## src/rtl/const_enc_pkg.sv

```systemverilog
// rtl/const_enc_pkg.sv - shared constants and types for the constant nibble encoder
package const_enc_pkg;

    localparam int NIB_W    = 4;
    localparam int DATA_W   = 16;
    localparam int MAX_NIBS = DATA_W / NIB_W;

    typedef logic [2:0] count_t;

    typedef enum logic {
        IDLE = 1'b0,
        EMIT = 1'b1
    } state_t;

endpackage

```

## src/rtl/nib_count.sv

```systemverilog
// rtl/nib_count.sv - minimal signed-nibble count needed to represent a constant
module nib_count #(
    parameter int DATA_W = const_enc_pkg::DATA_W,
    parameter int NIB_W  = const_enc_pkg::NIB_W
) (
    input  logic [DATA_W-1:0]     data,
    output const_enc_pkg::count_t count
);
    import const_enc_pkg::*;

    localparam int NIBS = DATA_W / NIB_W;

    logic signed [DATA_W-1:0] shifted;

    // Walk widths from widest to narrowest so the smallest fitting width wins;
    // a width fits when every bit from its sign position upward is a copy of the sign.
    always_comb begin
        count   = count_t'(NIBS);
        shifted = '0;
        for (int k = NIBS; k >= 1; k--) begin
            shifted = $signed(data) >>> (NIB_W * k - 1);
            if ((shifted == '0) || (&shifted)) begin
                count = count_t'(k);
            end
        end
    end

endmodule

```

## src/rtl/const_nibble_encoder.sv

```systemverilog
// rtl/const_nibble_encoder.sv - streams a signed constant as its minimal MSB-first nibble sequence
module const_nibble_encoder #(
    parameter int DATA_W = const_enc_pkg::DATA_W,
    parameter int NIB_W  = const_enc_pkg::NIB_W
) (
    input  logic              clk,
    input  logic              rst,
    input  logic              in_valid,
    output logic              in_ready,
    input  logic [DATA_W-1:0] in_data,
    output logic              out_valid,
    input  logic              out_ready,
    output logic [NIB_W-1:0]  out_nib,
    output logic              out_first,
    output logic              out_last,
    output logic [2:0]        out_count
);
    import const_enc_pkg::*;

    localparam int NIBS = DATA_W / NIB_W;

    state_t            state;
    logic [DATA_W-1:0] sr;
    count_t            remaining;
    count_t            count;
    count_t            n_calc;

    nib_count #(
        .DATA_W (DATA_W),
        .NIB_W  (NIB_W)
    ) u_nib_count (
        .data  (in_data),
        .count (n_calc)
    );

    // Burst FSM: latch the constant and its nibble count, then count nibbles down on each handshake.
    always_ff @(posedge clk) begin
        if (rst) begin
            state     <= IDLE;
            sr        <= '0;
            remaining <= '0;
            count     <= '0;
        end else begin
            case (state)
                IDLE: begin
                    if (in_valid) begin
                        sr        <= in_data;
                        remaining <= n_calc;
                        count     <= n_calc;
                        state     <= EMIT;
                    end
                end
                EMIT: begin
                    if (out_ready) begin
                        // Dropping to zero on the last beat keeps out_nib at 0 while idle.
                        remaining <= remaining - count_t'(1);
                        if (remaining == count_t'(1)) begin
                            state <= IDLE;
                        end
                    end
                end
                default: state <= IDLE;
            endcase
        end
    end

    // Select the nibble at index remaining-1; a zero count selects nothing.
    always_comb begin
        out_nib = '0;
        for (int i = 0; i < NIBS; i++) begin
            if (remaining == count_t'(i + 1)) begin
                out_nib = sr[i*NIB_W +: NIB_W];
            end
        end
    end

    assign in_ready  = (state == IDLE);
    assign out_valid = (state == EMIT);
    assign out_first = (state == EMIT) && (remaining == count);
    assign out_last  = (state == EMIT) && (remaining == count_t'(1));
    assign out_count = count;

endmodule

```

## config.mk

```make
export PLATFORM = sky130hd
export DESIGN_NAME = const_nibble_encoder
export DESIGN_NICKNAME = d
export VERILOG_FILES = /design/src/rtl/const_enc_pkg.sv /design/src/rtl/nib_count.sv /design/src/rtl/const_nibble_encoder.sv
export SDC_FILE = /design/constraint.sdc
export NUM_CORES = 1
export LEC_CHECK = 0
export BUFFER_PORTS_ARGS = -buffer_cell sky130_fd_sc_hd__buf_2
export CAP_MARGIN = 20
export CORE_UTILIZATION = 30
export CTS_CLUSTER_SIZE = 12
export DETAILED_ROUTE_END_ITERATION = 7
export MAX_ROUTING_LAYER = met4
export PLACE_DENSITY_LB_ADDON = 0.2
export SLEW_MARGIN = 5
export SYNTH_ARGS = -nofsm -noshare
export SYNTH_HDL_FRONTEND = slang
export SYNTH_SLANG_ARGS = --single-unit
```

## constraint.sdc

```tcl
create_clock -name clk -period 1.96 [get_ports clk]
set_input_delay 0.392 -clock clk [delete_from_list [all_inputs] [get_ports clk]]
set_output_delay 0.392 -clock clk [all_outputs]
set_load 0.01 [all_outputs]
```

## After elaboration in Yosys (flattened, before gate mapping)

Cells that the tools add are included.

- $add $sub $neg: 1
- $mul: 0
- Div/mod/pow operators: 0
- Order comparisons: 0
- Equality and inequality tests: 7
- Shift operators: 0
- Mux-type cells: 14
- Bitwise operators: 1
- Reduce and logical (&&, ||, !) cells: 13

Operators by type and width:

| cell | number |
|---|---|
| 16-bit zero test | 3 |
| 4-bit two-way mux | 4 |
| 3-bit two-way mux | 5 |
| 13-bit AND reduction | 1 |
| 9-bit AND reduction | 1 |
| 3-bit by 2-bit == test with 1-bit output, second input constant | 2 |
| 3-bit one-hot mux with 2 select lines | 1 |
| 5-bit AND reduction | 1 |
| 2-bit != test, second input constant | 2 |
| 2-bit AND reduction | 2 |
| 3-bit by 1-bit == test with 1-bit output, second input constant | 1 |
| 3-bit == test | 1 |
| 3-bit == test, second input constant | 1 |
| 1-bit logical OR | 3 |
| 1-bit two-way mux | 3 |
| 3-bit by 1-bit subtractor with 3-bit output, second input constant | 1 |
| 1-bit logical AND | 2 |
| 1-bit one-hot mux with 2 select lines | 1 |
| 1-bit NOT | 1 |

- Register bits after elaboration: 23
- Bits in latches: 0
- Memory bits (writable): 0
- Bits in read-only memories: 0
- Bits of input ports: 20
- Output and inout bits: 11
- Memories: 0

## Depth between registers and ports, before layout

Gate-level depths: netlist (run 1).

- Depth in word-level cells: 7
- Depth in mapped cells: 6

## Cells and area by module

Synthesis (run 1) repeated with hierarchy kept, for this count alone.

- Cell total of the unflattened synthesis: 154
- Area total of the unflattened synthesis: 1280.0 µm²

By module, submodules not included:

| module | instances | cells each | area an instance (µm²) | seq. area each (µm²) |
|---|---|---|---|---|
| const_nibble_encoder | 1 | 138 | 1163.6 | 460.4 |
| nib_count | 1 | 16 | 116.4 | 0.0 |

## Least setup slack after synthesis (run 1)

No wires, ideal clock.

- Kind: register to output
- From: register remaining[0]
- To: output out_nib[0]
- Arrival: 1.363 ns
- Required time: 1.568 ns
- Path slack: 0.205 ns
- Cell stages (with the launch flop): 7
- Path buffers: 0
- Cell sequence: dfxtp_1 -> inv_1 -> ha_1 -> nand3b_1 -> a21oi_1 -> a21oi_1 -> o21ai_0

- Cells in the longest elaborated chain, start to end: 5
- Elaborated cells on any way between the ends: 8

RTL lines:

| item | line | source |
|---|---|---|
| from (decl) | const_nibble_encoder.sv:24 | `count_t remaining;` |
| from (signal assigned) | const_nibble_encoder.sv:48 | `remaining <= n_calc;` |
| from (signal assigned) | const_nibble_encoder.sv:56 | `remaining <= remaining - count_t'(1);` |
| 3-bit by 1-bit == test with 1-bit output | const_nibble_encoder.sv:71 | `if (remaining == count_t'(i + 1)) begin` |
| 4-bit two-way mux (3 in a row) | const_nibble_encoder.sv:71 |  |
| 4-bit two-way mux (*) | const_nibble_encoder.sv:71 |  |
| to (decl) | const_nibble_encoder.sv:13 | `output logic [NIB_W-1:0] out_nib,` |

Every way passes the cells marked *; elsewhere a longest branch is shown, timed or not.

## Final worst setup path (run 1)

Ends and elaborated chain as after synthesis.

==> results of run 1 <==
[tightest hold or removal path, stage by stage]
cell and delay [ns]:
buf_2 0.09, nand2_1 0.05, a21oi_1 0.05
[final cells by class]
class | instances | area (um2) | share of cell area
Inverter | 3 | 11.3 | 0.00753
Sequential cell | 23 | 463 | 0.310
Clock buffer | 4 | 45.0 | 0.0301
Timing Repair Buffer | 33 | 173 | 0.115
Tap cell | 48 | 60.1 | 0.0402
Multi-Input combinational cell | 119 | 743 | 0.497
[power by group]
| group | leakage [nW] | internal (mW) | total [mW] | switching [mW] |
|---|---|---|---|---|
| clock | 0.0228 | 0.145 | 0.294 | 0.149 |
| sequential | 0.190 | 0.497 | 0.527 | 0.0294 |
| combinational | 0.379 | 0.0838 | 0.197 | 0.113 |
| total | 0.591 | 0.726 | 1.02 | 0.291 |
[registers in the layout, summed over array words and instances, names as in the netlist]
name	flops
sr	16
out_count	3
remaining	3
out_valid	1
[per-layer routing]
| metal | global-route usage | vias to the layer above | wire [um] |
|---|---|---|---|
| met5 | - | - | 0 |
| met4 | 0.0571 | 0 | 21 |
| met3 | 0.0208 | 2 | 178 |
| met2 | 0.224 | 31 | 1370 |
| met1 | 0.207 | 530 | 1500 |
| li1 | - | 598 | - |
[per-stage QoR]
step / power [mW] / cells / TNS, ns / worst slack, ns
final: 1.02 / 230 / 0 / 0.0774
after global routing: 1.07 / 230 / -0.0623 / -0.0272
after CTS: 1.01 / 230 / 0 / 0.0217
after detailed placement: 0.723 / 226 / 0 / 0.195
after global placement: 0.717 / 226 / 0 / 0.244
after floorplan: 0.646 / 154 / 0 / 0.205
[kinds of logic (layout without fill, tap and decap cells)]
kind of cell	Yosys count	after routing
xor+xnor	3	3
flops	23	23
compound gates	43	43
fa+ha+maj	5	5
buf+inv	12	40
mux	2	2
simple gates	66	66
[placed cells by master (no fill, tap or decap), types with 2 or more instances in the layout]
| cell | instances |
|---|---|
| o21ai_0 | 2 |
| nor2_1 | 2 |
| nand4_1 | 2 |
| o21ai_1 | 3 |
| nand3_1 | 4 |
| xor2_1 | 3 |
| buf_4 | 3 |
| dfxtp_2 | 2 |
| nand4b_1 | 2 |
| nor4_1 | 3 |
| a211oi_1 | 2 |
| a21oi_1 | 24 |
| clkbuf_8 | 3 |
| a31oi_1 | 2 |
| buf_2 | 30 |
| ha_1 | 2 |
| ha_4 | 2 |
| a21oi_2 | 3 |
| and2b_1 | 2 |
| nand2_1 | 40 |
| inv_2 | 3 |
| nand3b_1 | 5 |
| dfxtp_1 | 21 |
[timing repair]
action,CTS,global route
setup endpoints to repair,4,4
resized for setup,6,9
setup buffers,0,0
[final timing paths]
kind,end,slack [ns],cells past startpoint
setup / recovery,out_nib[0],0.08,7
hold / removal,sr[1],0.37,3
setup reg to reg,remaining[1],0.53,6
hold reg to reg,sr[13],0.46,2
==> summary.txt, run 1 <==
Status
  – Status: complete, no violations

Synthesis
  – Synth top area share: 0.379
  – Synth async-reset ratio: 0
  – Number of flops mapped to enable cells by yosys: 0
  – Main combinational cell family by area after synthesis: simple AND/OR/NAND/NOR gates
  – Most common cell in the netlist: nand2_1
  – Synth Area in Adders: 0.0514
  – Simple-gate area share of the yosys netlist: 0.276
  – XOR/XNOR Fraction of Synth Area: 0.0216
  – Syn. warnings: 0
  – Post-synth top flop: dfxtp_1
  – Mapped Area: 0.00122 mm2
  – Synth top area cells: dfxtp_1, nand2_1, a21oi_1
  – Synth Register Bits: 23
  – Syn nets: 179
  – Post-synth top area cell: dfxtp_1
  – Avg Inst Size Synth: 7.90 um2
  – Synth cell count leaders: nand2_1, a21oi_1, dfxtp_1
  – Post-synthesis compound-gate area fraction: 0.210
  – Cells after Synth: 154
  – Sequential area share after synthesis: 0.379
  – Post-synthesis mux area share: 0.0206
  – Synth cell types: 35

Setup path
  – Buf+Inv Stages, Crit Path: 2
  – Startpoint Class: flop
  – CP peak stage delay: 0.34 ns
  – Worst Setup SP: remaining[0]
  – WP data arrival: 1.49 ns
  – Crit end category: primary output
  – Worst-path cell chain: inv_2, ha_4, nand3b_1, a21oi_2, a21oi_1, o21ai_0, buf_2
  – Worst EP required: 1.57 ns
  – CP Class: flop to primary output
  – Reg2Reg Launch Point: remaining[1]
  – Cell family with most CP delay: flip-flops
  – CP max-delay cell: dfxtp_2
  – CP max FO: 8

Finish
  – Layout Utilization: 0.396
  – Area delta synth->final: 22.9%
  – Design area: 0.00150 mm2
  – N_diodes: 0
  – Nets: 208
  – Fraction of layout cells with a size suffix above 1: 0.286
  – FILL cells: 396

Hold path
  – Hold_sp: in_data[1]
  – Tightest Hold Check Type: input pin to flop

Timing
  – Ratio of final minimum period to clock period: 0.960
  – Final setup fails: 0
  – Slew at the pin with the worst max-slew slack: 0.469 ns
  – Tmin final: 1.88 ns
  – Worst clock skew: 0.00203 ns
  – Final Max Tran Viols: 0
  – Max Clock Freq: 531 MHz
  – Final hold slack: 0.366 ns
  – Final number of hold-violating endpoints: 0
  – Slew HR: 0.687
  – RSZ-0062 raised after global routing: yes

Floorplanning
  – Die ar.: 0.00431 mm2
  – Top-Level Pins: 31
  – Overall die width: 65.7 um
  – Row count: 22
  – Total core area: 0.00377 mm2
  – Die Ht: 65.7 um
  – Initial Util: 0.322

Drt
  – Mean number of vias per cell: 5.05
  – Vias post-DR: 1161
  – Routed wire length per instance: 13.3 um
  – Post-route DRC: 0
  – Antenna Nets Post-Route: 0
  – Drt pass-1 iters: 4
  – Routed WL: 3.07 mm
  – Initial DRC count: 62

CTS
  – TritonCTS clock tree: built
  – Clk root buf: clkbuf_8
  – Clock tree buffer depth: 2
  – Clk sinks: 23
  – Reg clk slew, reported paths: 0.08 ns
  – Clock latency on the worst-skew pair: 0.26 ns
  – H-tree Lvls: 1
  – Number of hold buffers added after cts: 0
  – Total CTS buffers: 3

Power
  – Max VDD drop: 0.000260 V
  – Pleak: 0.591 nW
  – PD cells: 680 mW/mm2

Global routing
  – Antenna violations before repair: 0
  – Number of global-route vias before repair: 1011
  – First-pass GRT wire length: 4.81 mm
  – Gr ovfl total: 0
  – Largest net degree at the start of global routing: 26
  – GRT Resource Usage Total: 0.151

Place
  – Dpl hpwl: 2.30 mm
  – Area post-placement: 0.00141 mm2
  – RD Place Congestion: 0.767
  – Input/output buffers: 30

Job
  – Number of max-cap violations: 0
No activity file was read; power rests on OpenSTA's default activity.
==> run 2: changes to the inputs <==
--- a/config.mk
+++ b/config.mk
@@ -5,11 +5,13 @@
 export SDC_FILE = /design/constraint.sdc
 export NUM_CORES = 1
 export LEC_CHECK = 0
+export ABC_AREA = 1
 export BUFFER_PORTS_ARGS = -buffer_cell sky130_fd_sc_hd__buf_2
 export CAP_MARGIN = 20
 export CORE_UTILIZATION = 30
 export CTS_CLUSTER_SIZE = 12
 export DETAILED_ROUTE_END_ITERATION = 7
+export HOLD_SLACK_MARGIN = 0.06
 export MAX_ROUTING_LAYER = met4
 export PLACE_DENSITY_LB_ADDON = 0.2
 export SLEW_MARGIN = 5
==> summary.txt, run 2 <==
Status
  – Status: complete, no violations

CTS
  – TritonCTS clock tree: built
  – Clk sinks: 23 (unchanged)
  – Reg clk slew, reported paths: 0.08 ns (about the same)
  – Clk root buf: clkbuf_8
  – Clock tree buffer depth: 2 (unchanged)
  – Total CTS buffers: 3 (unchanged)
  – Clock latency on the worst-skew pair: 0.27 ns (about the same)
  – H-tree Lvls: 1 (unchanged)

Synthesis
  – Cells after Synth: 189 (+23%)
  – Avg Inst Size Synth: 6.59 um2 (-17%)
  – Mapped Area: 0.00125 mm2 (+2.5%)
  – Synth cell count leaders: nor2_1, nand2_1, dfxtp_1
  – Synth Register Bits: 23 (unchanged)
  – Synth top area share: 0.369 (-0.00912)
  – Syn. warnings: 0 (unchanged)
  – Number of flops mapped to enable cells by yosys: 0 (unchanged)
  – Synth top area cells: dfxtp_1, nor2_1, nand2_1
  – Synth cell types: 23 (-34%)
  – Synth async-reset ratio: 0 (unchanged)
  – Most common cell in the netlist: nor2_1
  – Syn nets: 214 (+20%)
  – Sequential area share after synthesis: 0.369 (-0.00912)
  – Post-synth top flop: dfxtp_1
  – Post-synth top area cell: dfxtp_1

Floorplanning
  – Initial Util: 0.312 (-0.0110)
  – Row count: 23 (+4.5%)
  – Die ar.: 0.00442 mm2 (+2.4%)
  – Total core area: 0.00400 mm2 (+6.1%)
  – Overall die width: 66.5 um (+1.2%)
  – Top-Level Pins: 31 (unchanged)
  – Die Ht: 66.5 um (+1.2%)

Finish
  – Area delta synth->final: 25.7%
  – Max reg flops: 16 (unchanged)
  – Commonest cells after routing, fill and taps aside: nor2_1, nand2_1, buf_2
  – Nets: 246 (+18%)
  – Reg with most FFs: sr
  – N_diodes: 0 (unchanged)
  – Most common cell after layout, fill and taps aside: nor2_1
  – Fraction of layout cells with a size suffix above 1: 0.282 (-0.00390)

Global routing
  – Largest net degree at the start of global routing: 22 (-15%)
  – Gr ovfl total: 0 (unchanged)
  – First-pass GRT wire length: 5.13 mm (+6.7%)
  – Number of global-route vias before repair: 1149 (+14%)
  – GRT Resource Usage Total: 0.161 (+0.00978)
  – Antenna violations before repair: 0 (unchanged)

Hold path
  – Tightest Hold Check Type: input pin to flop

Setup path
  – CP Class: flop to primary output
  – R2R setup slack: 0.71 ns (+0.18 ns)
  – CP max FO: 5 (-3)
  – Crit end category: primary output
  – Worst EP required: 1.57 ns (about the same)
  – WP data arrival: 1.44 ns (-0.05 ns)
  – Startpoint Class: flop

Timing
  – Final setup fails: 0 (unchanged)
  – Slew at the pin with the worst max-slew slack: 0.543 ns (+0.0739 ns)
  – Setup TNS Final: 0 ns (unchanged)
  – Max Clock Freq: 545 MHz (+2.6%)
  – RSZ-0062 raised after global routing: no
  – Final Max Tran Viols: 0 (unchanged)
  – Ratio of final minimum period to clock period: 0.936 (-0.0248)
  – Slew HR: 0.638 (-0.0496)
  – Final number of hold-violating endpoints: 0 (unchanged)
  – Worst Slack Setup Final: 0.126 ns (+0.0486 ns)
  – Tmin final: 1.83 ns (-0.0486 ns)
  – Worst clock skew: 0.00355 ns (+0.00151 ns)

Drt
  – Routed WL: 3.15 mm (+2.5%)
  – Post-route DRC: 0 (unchanged)
  – Routed wire length per instance: 11.7 um (-13%)
  – Initial DRC count: 46 (-26%)
  – Mean number of vias per cell: 4.69 (-7.1%)
  – Drt pass-1 iters: 6 (+2)
  – Antenna Nets Post-Route: 0 (unchanged)
  – Vias post-DR: 1266 (+9.0%)

Place
  – Place WS: 0.167 ns (-0.0280 ns)
  – RD Place Congestion: 0.855 (+12%)
  – Input/output buffers: 30 (unchanged)
  – Dpl hpwl: 2.37 mm (+3.2%)

Power
  – Pleak: 0.755 nW (+28%)
  – Total power: 1.08 mW (+5.7%)
  – Max VDD drop: 0.000362 V (+39%)
  – PD cells: 686 mW/mm2 (+0.90%)

Job
  – Number of max-cap violations: 0 (unchanged)
-- run 2: cell count changes in the layout (fill, tap and decap cells not counted), sizes merged, moves of 3 or more --
cell / delta
nor2: +42
o21ai: +18
inv: +16
a21oi: -13
nand3: +9
nand3b: -5
nor4: -4
nand2: -3
-- run 2: where the power goes --
group	switching, mW	leakage (nW)	internal (mW)
logic	0.142	0.542	0.0926
registers	0.0336	0.192	0.506
clock network	0.157	0.0217	0.144
-- run 2: cell families (layout without fill, tap and decap cells) --
family / after synthesis / after routing / synth area share
AO/OA/AOI/OAI: 41 / 41 / 0.179
XOR/XNOR: 2 / 2 / 0.0141
adder cells (fa/ha/maj): 5 / 5 / 0.0502
buffers and inverters: 24 / 55 / 0.0773
flip-flops: 23 / 23 / 0.369
AND/OR/NAND/NOR: 94 / 94 / 0.310
-- run 2: repair_timing --
item	4_1_cts	5_1_grt
hold buffers	0	0
setup endpoints to repair	4	4
pin swaps	0	3
cloned	0	0
resized for setup	7	14
buffers inserted	0	1
endpoints found under the hold margin	0	0
-- run 2: through the flow --
| step | instance area, um2 | hold slack [ns] | cells | utilization |
|---|---|---|---|---|
| 2_1_floorplan | 1250 | 0.471 | 189 | - |
| 5_1_grt | 1570 | 0.320 | 270 | 0.392 |
| 3_5_place_dp | 1440 | 0.503 | 265 | 0.360 |
| 4_1_cts | 1510 | 0.318 | 269 | 0.377 |
| 3_3_place_gp | 1440 | 0.505 | 265 | 0.360 |
| 6_report | 1570 | 0.322 | 270 | 0.392 |
-- run 2: path summary, 6_finish.rpt --
check / startpoint / endpoint / cells past startpoint
max: remaining[1] / out_nib[2] / 9
min reg2reg: sr[4] / sr[4] / 2
max reg2reg: out_valid / remaining[0] / 4
min: rst / out_valid / 2
-- run 2: routing by layer --
| metal | up-vias | GRT usage | part of all wire |
|---|---|---|---|
| met3 | 4 | 0.0360 | 0.031 |
| li1 | 676 | - | - |
| met1 | 562 | 0.197 | 0.48 |
| met4 | 0 | 0.0532 | 0.013 |
| met5 | - | - | 0 |
| met2 | 24 | 0.261 | 0.48 |
-- run 2: cell type report --
| class | instances | area (um2) |
|---|---|---|
| timing repair buffer | 32 | 165 |
| sequential | 23 | 468 |
| inverter | 19 | 81.3 |
| fill | 455 | 2430 |
| multi-input combinational | 142 | 741 |
| clock buffer | 3 | 41.3 |
| tap | 50 | 62.6 |
| clock inverter | 1 | 7.51 |
-- run 2: critical path, stage by stage, from the launching register on --
cell and delay, ns:
dfxtp_4 0.40, inv_4 0.06, ha_4 0.16, nand2_4 0.06
inv_4 0.05, nand3_1 0.07, a21oi_2 0.06, a21oi_1 0.13
nand2_1 0.06, buf_2 0.14
==> run 3: changes to the inputs <==
--- a/config.mk
+++ b/config.mk
@@ -14,6 +14,7 @@
 export HOLD_SLACK_MARGIN = 0.06
 export MAX_ROUTING_LAYER = met4
 export PLACE_DENSITY_LB_ADDON = 0.2
+export REMOVE_ABC_BUFFERS = 1
 export SLEW_MARGIN = 5
 export SYNTH_ARGS = -nofsm -noshare
 export SYNTH_HDL_FRONTEND = slang
==> summary.txt, run 3 (same netlist as run 2, synthesis figures left out) <==
Timing
  – Ratio of final minimum period to clock period: 0.952 (+0.0163)
  – Worst Slack Setup Final: 0.0940 ns (-0.0320 ns)
  – Final Max Tran Viols: 0 (unchanged)
  – Max Clock Freq: 536 MHz (-1.7%)
  – Worst clock skew: 0.00278 ns (-0.000763 ns)
  – Final number of hold-violating endpoints: 0 (unchanged)
  – Final hold slack: 0.314 ns (-0.00794 ns)
  – Slew HR: 0.617 (-0.0207)
  – Slew at the pin with the worst max-slew slack: 0.574 ns (+0.0310 ns)
  – Setup TNS Final: 0 ns (unchanged)
  – Final setup fails: 0 (unchanged)
  – Tmin final: 1.87 ns (+0.0320 ns)

Finish
  – Commonest cells after routing, fill and taps aside: nor2_1, nand2_1, buf_2
  – Reg with most FFs: sr
  – Most common cell after layout, fill and taps aside: nor2_1
  – Area delta synth->final: 24.9%
  – Max reg flops: 16 (unchanged)
  – Design area: 0.00156 mm2 (-0.64%)
  – Fraction of layout cells with a size suffix above 1: 0.290 (+0.00777)
  – N_diodes: 0 (unchanged)
  – Nets: 247 (+0.41%)

Setup path
  – CP Class: flop to primary output
  – CP max FO: 5 (unchanged)
  – Worst EP required: 1.57 ns (about the same)
  – Worst Setup SP: remaining[1]
  – WP data arrival: 1.47 ns (+0.03 ns)
  – Startpoint Class: flop
  – R2R setup slack: 0.57 ns (-0.14 ns)
  – R2R Path End: remaining[1]
  – Reg2Reg Launch Point: out_valid
  – Critical Path End: out_nib[2]
  – R2R cell count: 5 (+1)
  – Crit end category: primary output

Drt
  – Drt pass-1 iters: 4 (-2)
  – Post-route DRC: 0 (unchanged)
  – Antenna Nets Post-Route: 0 (unchanged)
  – Initial DRC count: 53 (+15%)
  – Routed wire length per instance: 11.8 um (+1.6%)
  – Mean number of vias per cell: 4.57 (-2.6%)
  – Vias post-DR: 1238 (-2.2%)
  – Routed WL: 3.21 mm (+2.0%)

Power
  – PD cells: 697 mW/mm2 (+1.6%)
  – Pleak: 0.750 nW (-0.62%)
  – Part of the power in registers: 0.495 (-0.007)
  – Max VDD drop: 0.000298 V (-18%)
  – Internal: 743 uW (about the same)
  – Switch share: 0.316 (+0.00646)
  – Switching pwr: 342 uW (+3.0%)
  – Comb pwr share: 0.215 (-0.003)
  – Power share of the clock group: 0.290 (+0.010)

Global routing
  – Gr ovfl total: 0 (unchanged)
  – GRT Resource Usage Total: 0.164 (+0.00265)
  – Number of global-route vias before repair: 1135 (-1.2%)
  – First-pass GRT wire length: 5.28 mm (+2.8%)
  – Antenna violations before repair: 0 (unchanged)
  – Largest net degree at the start of global routing: 22 (unchanged)

Place
  – Dpl hpwl: 2.32 mm (-2.3%)
  – RD Place Congestion: 0.789 (-7.7%)
  – Area post-placement: 0.00144 mm2 (unchanged)
  – Place WS: 0.172 ns (+0.00539 ns)
  – Input/output buffers: 30 (unchanged)

Floorplanning
  – Top-Level Pins: 31 (unchanged)
  – Overall die width: 66.5 um (unchanged)
  – Total core area: 0.00400 mm2 (unchanged)
  – Row count: 23 (unchanged)
  – Die Ht: 66.5 um (unchanged)
  – Die ar.: 0.00442 mm2 (unchanged)
  – Initial Util: 0.312 (unchanged)

Hold path
  – Tightest Hold Check Type: input pin to flop

CTS
  – Clk root buf: clkbuf_8
  – Clock tree buffer depth: 2 (unchanged)
  – Number of hold buffers added after cts: 0 (unchanged)
  – Clock latency on the worst-skew pair: 0.27 ns (about the same)
  – Clk sinks: 23 (unchanged)
  – H-tree Lvls: 1 (unchanged)
  – Total CTS buffers: 3 (unchanged)
  – Reg clk slew, reported paths: 0.09 ns (about the same)
  – TritonCTS clock tree: built

Job
  – Number of max-cap violations: 0 (unchanged)

Status
  – Status: complete, no violations
run 3: cell types whose count changed in the layout (fill, tap and decap cells not counted), sizes merged:
cell and change:
buf +1
run 3: worst min path at each step:
stage	startpoint	endpoint	slack, ns	cells past startpoint
detailed placement	sr[11]	sr[11]	0.50	2
CTS	rst	out_valid	0.31	2
global placement	sr[11]	sr[11]	0.50	2
global route	rst	out_valid	0.33	2
floorplan	rst	out_valid	0.47	1
finish	rst	out_valid	0.31	2
run 3: power groups by stage:
stage	clock, mW	combinational, mW	sequential (mW)
global route	0.330	0.268	0.542
CTS	0.321	0.222	0.536
floorplan	0	0.136	0.540
global placement	0	0.218	0.545
finish	0.315	0.234	0.537
detailed placement	0	0.218	0.544
run 3: critical path, cell delays in order, from the launching register on:
cell,delay (ns)
dfxtp_4,0.38
inv_4,0.05
ha_2,0.16
nand2_2,0.07
inv_4,0.08
nand3_2,0.07
a21oi_2,0.14
a21oi_1,0.06
nand2_1,0.07
buf_2,0.12
run 3: layout make-up:
class,instances,area [um2]
multi-input cells,142,726
inverters,19,78.8
well taps,50,62.6
fillers,447,2440
repair buffers,33,173
clock buffers,3,41.3
flip-flops and latches,23,468
clock inverters,1,7.51
run 3: routing by layer:
| layer | vias to the layer above | part of all wire | GRT usage |
|---|---|---|---|
| met5 | - | 0 | - |
| met4 | 0 | 0.015 | 0.0638 |
| met3 | 4 | 0.046 | 0.0257 |
| li1 | 671 | - | - |
| met2 | 24 | 0.42 | 0.247 |
| met1 | 539 | 0.52 | 0.218 |
run 3: timing repair:
action                                  4_1_cts  5_1_grt
endpoints found under the hold margin         0        0
pin swaps                                     0        1
endpoints found under the setup margin        4        4
resized for setup                             6       12
buffers inserted                              0        2
run 3: metrics by stage:
step | power, mW | util | cells
final | 1.09 | 0.389 | 271
after global routing | 1.14 | 0.389 | 271
after CTS | 1.08 | 0.376 | 269
after detailed placement | 0.762 | 0.360 | 265
after global placement | 0.763 | 0.360 | 265
after floorplan | 0.676 | - | 184
